File: config.mk
export PLATFORM = sky130hd
export DESIGN_NAME = gs_mixer_mc_flat
export DESIGN_NICKNAME = d
export VERILOG_FILES = /design/src/rtl/gs_mixer_mc_if.sv /design/src/rtl/gs_mixer_mc.sv /design/src/flat_wrapper.sv
export SDC_FILE = /design/constraint.sdc
export NUM_CORES = 1
export LEC_CHECK = 0
export ABC_CLOCK_PERIOD_IN_PS = 14670
export BUFFER_PORTS_ARGS = -buffer_cell sky130_fd_sc_hd__buf_2
export CAP_MARGIN = 25
export CORE_ASPECT_RATIO = 0.6
export CORE_UTILIZATION = 23
export DETAILED_ROUTE_END_ITERATION = 12
export HOLD_SLACK_MARGIN = 0.1
export SYNTH_ARGS = -nofsm -noshare
export SYNTH_HDL_FRONTEND = slang
export SYNTH_SLANG_ARGS = --single-unit
File: constraint.sdc
create_clock -name clk -period 14.67 [get_ports clk]
set_clock_uncertainty 0.05 [all_clocks]
set_input_delay 1.467 -clock clk [delete_from_list [all_inputs] [get_ports clk]]
set_output_delay 1.467 -clock clk [all_outputs]
set_load 0.05 [all_outputs]
File: src/rtl/gs_mixer_mc_if.sv
// gs_mixer_mc_if: control/status bundle for the gs_mixer_mc sample mixer.
//   Register writes: smp_we/smp_ch/smp_d, vol_we/vol_ch/vol_d, pan_we/pan_ch/pan_d
//   Frame control:   ce (engine clock enable), strobe (frame request), ovr_clr
//   Results:         out_l, out_r (signed mix), busy, done, overrun
// master drives the register/frame inputs; slave is the mixer.
interface gs_mixer_mc_if #(
  parameter int unsigned CHANNELS = 4,
  parameter int unsigned SAMPLE_W = 8,
  parameter int unsigned VOL_W    = 6,
  parameter int unsigned OUT_W    = 15
);
  localparam int unsigned ChW = $clog2(CHANNELS);

  logic                ce;
  logic                strobe;
  logic                smp_we;
  logic [ChW-1:0]      smp_ch;
  logic [SAMPLE_W-1:0] smp_d;
  logic                vol_we;
  logic [ChW-1:0]      vol_ch;
  logic [VOL_W-1:0]    vol_d;
  logic                pan_we;
  logic [ChW-1:0]      pan_ch;
  logic [1:0]          pan_d;
  logic                ovr_clr;
  logic [OUT_W-1:0]    out_l;
  logic [OUT_W-1:0]    out_r;
  logic                busy;
  logic                done;
  logic                overrun;

  modport master (
    output ce, strobe, smp_we, smp_ch, smp_d, vol_we, vol_ch, vol_d,
           pan_we, pan_ch, pan_d, ovr_clr,
    input  out_l, out_r, busy, done, overrun
  );

  modport slave (
    input  ce, strobe, smp_we, smp_ch, smp_d, vol_we, vol_ch, vol_d,
           pan_we, pan_ch, pan_d, ovr_clr,
    output out_l, out_r, busy, done, overrun
  );
endinterface

File: src/rtl/gs_mixer_mc.sv
// gs_mixer_mc: time-multiplexed multi-channel sample mixer for the General Sound path.
// Per-channel sample/volume/pan registers are written at any time; a strobe (qualified by ce)
// snapshots them and one multiply-accumulate per ce cycle builds the left and right sums,
// which are then reduced to OUT_W bits and registered.
// Ports:
//   clk   - system clock
//   reset - synchronous, active-high reset
//   bus   - gs_mixer_mc_if.slave (register writes, ce/strobe, outputs and status)
// Build option: define GS_MIXER_SAT_EN to clamp the sums to the OUT_W signed range;
// otherwise the low OUT_W bits are kept (two's-complement wrap).
module gs_mixer_mc #(
  parameter int unsigned CHANNELS = 4,
  parameter int unsigned SAMPLE_W = 8,
  parameter int unsigned VOL_W    = 6,
  parameter int unsigned OUT_W    = 15
) (
  input logic           clk,
  input logic           reset,
  gs_mixer_mc_if.slave  bus
);

  localparam int unsigned ChW = $clog2(CHANNELS);
  localparam int unsigned PW  = SAMPLE_W + VOL_W + 1;  // product width
  localparam int unsigned AW  = PW + ChW;              // accumulator width, cannot overflow
  localparam logic [ChW-1:0] LastIdx = ChW'(CHANNELS - 1);

  typedef enum logic [1:0] {StIdle, StAcc, StOut} state_e;

  // Live register file, written from the GS side.
  logic [SAMPLE_W-1:0] smp_q [CHANNELS];
  logic [VOL_W-1:0]    vol_q [CHANNELS];
  logic [1:0]          pan_q [CHANNELS];

  // Frame snapshot; the engine only ever reads these.
  logic [SAMPLE_W-1:0] smp_s_q [CHANNELS];
  logic [VOL_W-1:0]    vol_s_q [CHANNELS];
  logic [1:0]          pan_s_q [CHANNELS];

  state_e                state_q, state_d;
  logic [ChW-1:0]        idx_q, idx_d;
  logic signed [AW-1:0]  acc_l_q, acc_l_d, acc_r_q, acc_r_d;
  logic [OUT_W-1:0]      out_l_q, out_l_d, out_r_q, out_r_d;
  logic                  done_q, done_d;
  logic                  ovr_q, ovr_d;
  logic                  snap;

  always_ff @(posedge clk) begin : reg_file
    if (reset) begin
      for (int unsigned i = 0; i < CHANNELS; i++) begin
        smp_q[i] <= {1'b1, {(SAMPLE_W-1){1'b0}}};
        vol_q[i] <= '0;
        pan_q[i] <= (i < CHANNELS / 2) ? 2'b01 : 2'b10;
      end
    end else begin
      if (bus.smp_we) smp_q[bus.smp_ch] <= bus.smp_d;
      if (bus.vol_we) vol_q[bus.vol_ch] <= bus.vol_d;
      if (bus.pan_we) pan_q[bus.pan_ch] <= bus.pan_d;
    end
  end

  // Snapshot uses pre-edge register values, so a write on the strobe edge lands next frame.
  always_ff @(posedge clk) begin : shadow_regs
    if (reset) begin
      for (int unsigned i = 0; i < CHANNELS; i++) begin
        smp_s_q[i] <= '0;
        vol_s_q[i] <= '0;
        pan_s_q[i] <= '0;
      end
    end else if (snap) begin
      smp_s_q <= smp_q;
      vol_s_q <= vol_q;
      pan_s_q <= pan_q;
    end
  end

  // Offset-binary to two's complement is an MSB flip.
  logic [SAMPLE_W-1:0]  cur_smp;
  logic signed [PW-1:0] mul_a, mul_b, prod;
  logic signed [AW-1:0] prod_ext;

  always_comb begin
    cur_smp  = smp_s_q[idx_q];
    mul_a    = {{(PW-SAMPLE_W+1){~cur_smp[SAMPLE_W-1]}}, cur_smp[SAMPLE_W-2:0]};
    mul_b    = {{(PW-VOL_W){1'b0}}, vol_s_q[idx_q]};
    prod     = mul_a * mul_b;
    prod_ext = {{ChW{prod[PW-1]}}, prod};
  end

  logic [OUT_W-1:0] red_l, red_r;

  if (AW <= OUT_W) begin : g_ext
    assign red_l = OUT_W'(acc_l_q);
    assign red_r = OUT_W'(acc_r_q);
  end else begin : g_red
`ifdef GS_MIXER_SAT_EN
    localparam logic signed [AW-1:0] SatMax = {{(AW-OUT_W+1){1'b0}}, {(OUT_W-1){1'b1}}};
    localparam logic signed [AW-1:0] SatMin = {{(AW-OUT_W+1){1'b1}}, {(OUT_W-1){1'b0}}};
`endif
    function automatic logic [OUT_W-1:0] reduce(input logic signed [AW-1:0] a);
`ifdef GS_MIXER_SAT_EN
      if (a > SatMax)      reduce = SatMax[OUT_W-1:0];
      else if (a < SatMin) reduce = SatMin[OUT_W-1:0];
      else                 reduce = a[OUT_W-1:0];
`else
      reduce = a[OUT_W-1:0];
`endif
    endfunction
    assign red_l = reduce(acc_l_q);
    assign red_r = reduce(acc_r_q);
  end

  always_comb begin : next_state
    state_d = state_q;
    idx_d   = idx_q;
    acc_l_d = acc_l_q;
    acc_r_d = acc_r_q;
    out_l_d = out_l_q;
    out_r_d = out_r_q;
    done_d  = 1'b0;
    ovr_d   = ovr_q;
    snap    = 1'b0;

    // A lost strobe wins over a clear in the same cycle.
    if (bus.ovr_clr) ovr_d = 1'b0;
    if (bus.ce && bus.strobe && (state_q != StIdle)) ovr_d = 1'b1;

    if (bus.ce) begin
      unique case (state_q)
        StIdle: begin
          if (bus.strobe) begin
            snap    = 1'b1;
            acc_l_d = '0;
            acc_r_d = '0;
            idx_d   = '0;
            state_d = StAcc;
          end
        end
        StAcc: begin
          if (pan_s_q[idx_q][0]) acc_l_d = acc_l_q + prod_ext;
          if (pan_s_q[idx_q][1]) acc_r_d = acc_r_q + prod_ext;
          idx_d = idx_q + 1'b1;
          if (idx_q == LastIdx) state_d = StOut;
        end
        StOut: begin
          out_l_d = red_l;
          out_r_d = red_r;
          done_d  = 1'b1;
          state_d = StIdle;
        end
        default: state_d = StIdle;
      endcase
    end
  end

  always_ff @(posedge clk) begin : state_regs
    if (reset) begin
      state_q <= StIdle;
      idx_q   <= '0;
      acc_l_q <= '0;
      acc_r_q <= '0;
      out_l_q <= '0;
      out_r_q <= '0;
      done_q  <= 1'b0;
      ovr_q   <= 1'b0;
    end else begin
      state_q <= state_d;
      idx_q   <= idx_d;
      acc_l_q <= acc_l_d;
      acc_r_q <= acc_r_d;
      out_l_q <= out_l_d;
      out_r_q <= out_r_d;
      done_q  <= done_d;
      ovr_q   <= ovr_d;
    end
  end

  assign bus.out_l   = out_l_q;
  assign bus.out_r   = out_r_q;
  assign bus.busy    = (state_q != StIdle);
  assign bus.done    = done_q;
  assign bus.overrun = ovr_q;

endmodule

File: src/flat_wrapper.sv
// flat-port wrapper written by rule: the top's interface ports become plain ports
module gs_mixer_mc_flat 
#(
  parameter int unsigned CHANNELS = 4,
  parameter int unsigned SAMPLE_W = 8,
  parameter int unsigned VOL_W    = 6,
  parameter int unsigned OUT_W    = 15
)
  (clk, reset, bus_ce, bus_strobe, bus_smp_we, bus_smp_ch, bus_smp_d, bus_vol_we, bus_vol_ch, bus_vol_d, bus_pan_we, bus_pan_ch, bus_pan_d, bus_ovr_clr, bus_out_l, bus_out_r, bus_busy, bus_done, bus_overrun);
  gs_mixer_mc_if #(.CHANNELS(CHANNELS), .SAMPLE_W(SAMPLE_W), .VOL_W(VOL_W), .OUT_W(OUT_W)) bus_i ();
  input logic clk;
  input logic reset;
  input wire logic [$bits(bus_i.ce)-1:0] bus_ce;
  input wire logic [$bits(bus_i.strobe)-1:0] bus_strobe;
  input wire logic [$bits(bus_i.smp_we)-1:0] bus_smp_we;
  input wire logic [$bits(bus_i.smp_ch)-1:0] bus_smp_ch;
  input wire logic [$bits(bus_i.smp_d)-1:0] bus_smp_d;
  input wire logic [$bits(bus_i.vol_we)-1:0] bus_vol_we;
  input wire logic [$bits(bus_i.vol_ch)-1:0] bus_vol_ch;
  input wire logic [$bits(bus_i.vol_d)-1:0] bus_vol_d;
  input wire logic [$bits(bus_i.pan_we)-1:0] bus_pan_we;
  input wire logic [$bits(bus_i.pan_ch)-1:0] bus_pan_ch;
  input wire logic [$bits(bus_i.pan_d)-1:0] bus_pan_d;
  input wire logic [$bits(bus_i.ovr_clr)-1:0] bus_ovr_clr;
  output wire logic [$bits(bus_i.out_l)-1:0] bus_out_l;
  output wire logic [$bits(bus_i.out_r)-1:0] bus_out_r;
  output wire logic [$bits(bus_i.busy)-1:0] bus_busy;
  output wire logic [$bits(bus_i.done)-1:0] bus_done;
  output wire logic [$bits(bus_i.overrun)-1:0] bus_overrun;
  assign bus_i.ce = bus_ce;
  assign bus_i.strobe = bus_strobe;
  assign bus_i.smp_we = bus_smp_we;
  assign bus_i.smp_ch = bus_smp_ch;
  assign bus_i.smp_d = bus_smp_d;
  assign bus_i.vol_we = bus_vol_we;
  assign bus_i.vol_ch = bus_vol_ch;
  assign bus_i.vol_d = bus_vol_d;
  assign bus_i.pan_we = bus_pan_we;
  assign bus_i.pan_ch = bus_pan_ch;
  assign bus_i.pan_d = bus_pan_d;
  assign bus_i.ovr_clr = bus_ovr_clr;
  assign bus_out_l = bus_i.out_l;
  assign bus_out_r = bus_i.out_r;
  assign bus_busy = bus_i.busy;
  assign bus_done = bus_i.done;
  assign bus_overrun = bus_i.overrun;
  gs_mixer_mc #(.CHANNELS(CHANNELS), .SAMPLE_W(SAMPLE_W), .VOL_W(VOL_W), .OUT_W(OUT_W)) u_core (.clk(clk), .reset(reset), .bus(bus_i));
endmodule
==> results.json <==
{
  "status": "complete, no violations",
  "postCtsHoldBufs": 0,
  "cts_tree": "built",
  "place_ws_ns": 7.44,
  "fin_setup_tns_ns": 0,
  "cp_slowest_cell": "mux4_1",
  "post-cts-setup-buffers": 0,
  "ant_nets": 0,
  "power_density_nw_per_um2": 91.9,
  "leakage_uw": 0.00505,
  "die_x_um": 277,
  "min_period_over_period_pct": 49.5,
  "post_cts_resized": 0,
  "slowest_delay_ns": 0.74,
  "cp_data_arrival_time_ns": 7.56,
  "final_layout_size_suffix_gt1_share_pct": 10.5,
  "cp.buffers_inverters": 5,
  "grt_use_total_pct": 11.2,
  "num-fill-cells": 4708,
  "clkLatencyLatePin_ns": 0.45,
  "regArea_um2": 3880,
  "syn_area_um2": 10400,
  "die_area_um2": 46100,
  "holdWs_ns": 0.398,
  "crit_path_max_fanout": 12,
  "drt-total-wl_um": 24800,
  "fp.dieH_um": 167,
  "worst_slack_ns": 7.41,
  "path_clk_slew_ns": 0.07,
  "dr.pass1.iters": 5,
  "port_buffers": 62,
  "start_kind": "register",
  "hp-class": "reg -> reg",
  "htree_levels": 4,
  "cts.sinks": 194,
  "vias_per_cell": 4.41,
  "place.gp.congestion": 0.866,
  "drt-initial-drc-count": 490,
  "grt_setup_unrepaired": "no",
  "initial_core_util_pct": 23.7,
  "wl_per_cell_um": 13.5,
  "max_cap_viol_count": 0,
  "grt_antenna_before_repair": 2,
  "path_delay_family": "adder cells",
  "dp_hpwl_um": 18100,
  "yosysWarnings": 0,
  "hold_viol_final": 0,
  "async_flop_share_pct": 0,
  "ir_worst_vdd_mv": 0.0584,
  "io_pins": 63,
  "cp.required_ns": 14.97,
  "area_growth_syn_to_layout_pct": 14.8,
  "ys_types": 51,
  "syn_avg_cell_area_um2": 8.63,
  "drc": 0,
  "grt_pass1_wl_um": 41600,
  "ys_ff_latch": 194,
  "slew_violations": 0,
  "most-common-layout-cells": "255 x nand2_1, 194 x dfxtp_1, 150 x a21oi_1",
  "period_minus_slack_ns": 7.26,
  "synth_cells": 1206,
  "vias": 8092,
  "path_class": "reg -> reg",
  "synth_flop_cell": "dfxtp_1",
  "placeableCoreArea_um2": 44000,
  "grt_pass1_vias": 7850,
  "cts_buffer_depth": 2,
  "setup_viol": 0,
  "fmax_ghz": 0.138,
  "overflow": 0,
  "multiInputGateArea_um2": 6060,
  "critPathCaptureType": "register",
  "tightestPinTransition_ns": 0.993,
  "ys_seq_area_share_pct": 37.3,
  "slew_headroom_pct": 33.7,
  "cts-root-buf": "clkbuf_16",
  "cts_buffers": 17,
  "fin_nets": 1367,
  "row_count": 59,
  "synth_edf_count": 0,
  "synth_nets": 1332,
  "grt_max_degree": 105,
  "final_common_cell": "nand2_1"
}
[worst min-delay path, cell delays in order, from the launching register on]
cell and delay, ns:
dfxtp_1 0.31, nand2_1 0.05, a21oi_1 0.05
[registers in the layout (all words and copies together) (netlist names)]
| name | flops |
|---|---|
| u_core.smp_q | 32 |
| u_core.smp_s_q | 32 |
| u_core.vol_q | 24 |
| u_core.vol_s_q | 24 |
| u_core.acc_l_q | 15 |
| u_core.acc_r_q | 15 |
| u_core.bus.out_l | 15 |
| u_core.bus.out_r | 15 |
| u_core.pan_q | 8 |
| u_core.pan_s_q | 8 |
| u_core.idx_q | 2 |
| u_core.state_q | 2 |
| u_core.bus.done | 1 |
| u_core.bus.overrun | 1 |
[through the flow]
stage / utilization [%] / area [µm²] / cells / power [µW]
finish: 27.2 / 11900 / 1835 / 1100
floorplan: - / 10400 / 1206 / 603
global route: 27.1 / 11900 / 1833 / 1140
detailed placement: 25.7 / 11300 / 1800 / 626
CTS: 27.1 / 11900 / 1832 / 1110
global placement: 25.7 / 11300 / 1799 / 624
[cells by family after synthesis]
family                     Yosys count  share of synthesized area, %
adders and majority gates           96                          14.2
xor gates and xnor gates            39                          3.61
muxes                               62                          8.01
and+or+nand+nor                    462                          19.6
DFF                                194                          37.3
buffers and inverters              122                          4.53
AOI/OAI and AO/OA                  231                          12.7
[power breakdown]
part	switching [µW]	total [µW]	internal, µW
clock network	218	483	265
registers	6.36	542	536
logic	46.9	72.5	25.6
[metal layers]
layer	up-vias	global-route usage (%)	wire length, µm
met5	-	0	0
met4	0	3.21	342
met3	29	2.97	1260
met2	131	16.1	10400
met1	3836	16.2	12800
li1	4096	-	-
[Yosys cell counts (3+ instances only)]
cell type    n  area share (%)
nor2_1      90             3.2
nor2b_1      9            0.54
and2_1      37             2.2
a21oi_1    150             7.2
mux4_2      13             2.8
nand3_1      7            0.34
a21o_1      11            0.79
and3_1       5            0.30
a31oi_1      6            0.36
o211ai_1     5            0.36
nand2_1    255             9.2
mux4_1       3            0.76
nor3b_1      4            0.29
a22oi_1     10            0.72
nand2b_1    14            0.84
or3_1        5            0.30
dfxtp_1    194              37
nand3b_1     8            0.58
xnor2_1     22             1.9
xor2_1      14             1.2
a211o_1      4            0.34
o21bai_1     7            0.50
fa_1        37             7.1
o21ai_0     24             1.2
inv_1       66             2.4
and2b_1      4            0.29
or2_2        5            0.30
clkbuf_1    52             1.9
a32oi_1      3            0.25
ha_1        59             7.1
mux2i_1     45             4.3
nor3_1      13            0.63
[layout make-up]
type / count / area share [%]
clock inverter: 11 / 1.18
sequential: 194 / 32.5
tap: 579 / 6.06
antenna: 2 / 0.0419
inverter: 67 / 2.15
timing repair buffer: 71 / 3.46
clock buffer: 21 / 3.85
multi-input combinational: 890 / 50.8
[final timing paths]
kind	start	to	slack, ns	cells after the start
worst max-delay path	u_core.idx_q[0]	u_core.acc_r_q[14]	7.41	26
worst min-delay path	u_core.smp_q[18]	u_core.smp_s_q[18]	0.40	2
worst max register to register	u_core.idx_q[0]	u_core.acc_r_q[14]	7.41	26
worst min register to register	u_core.smp_q[18]	u_core.smp_s_q[18]	0.40	2
No activity file was read; power rests on OpenSTA's default activity.
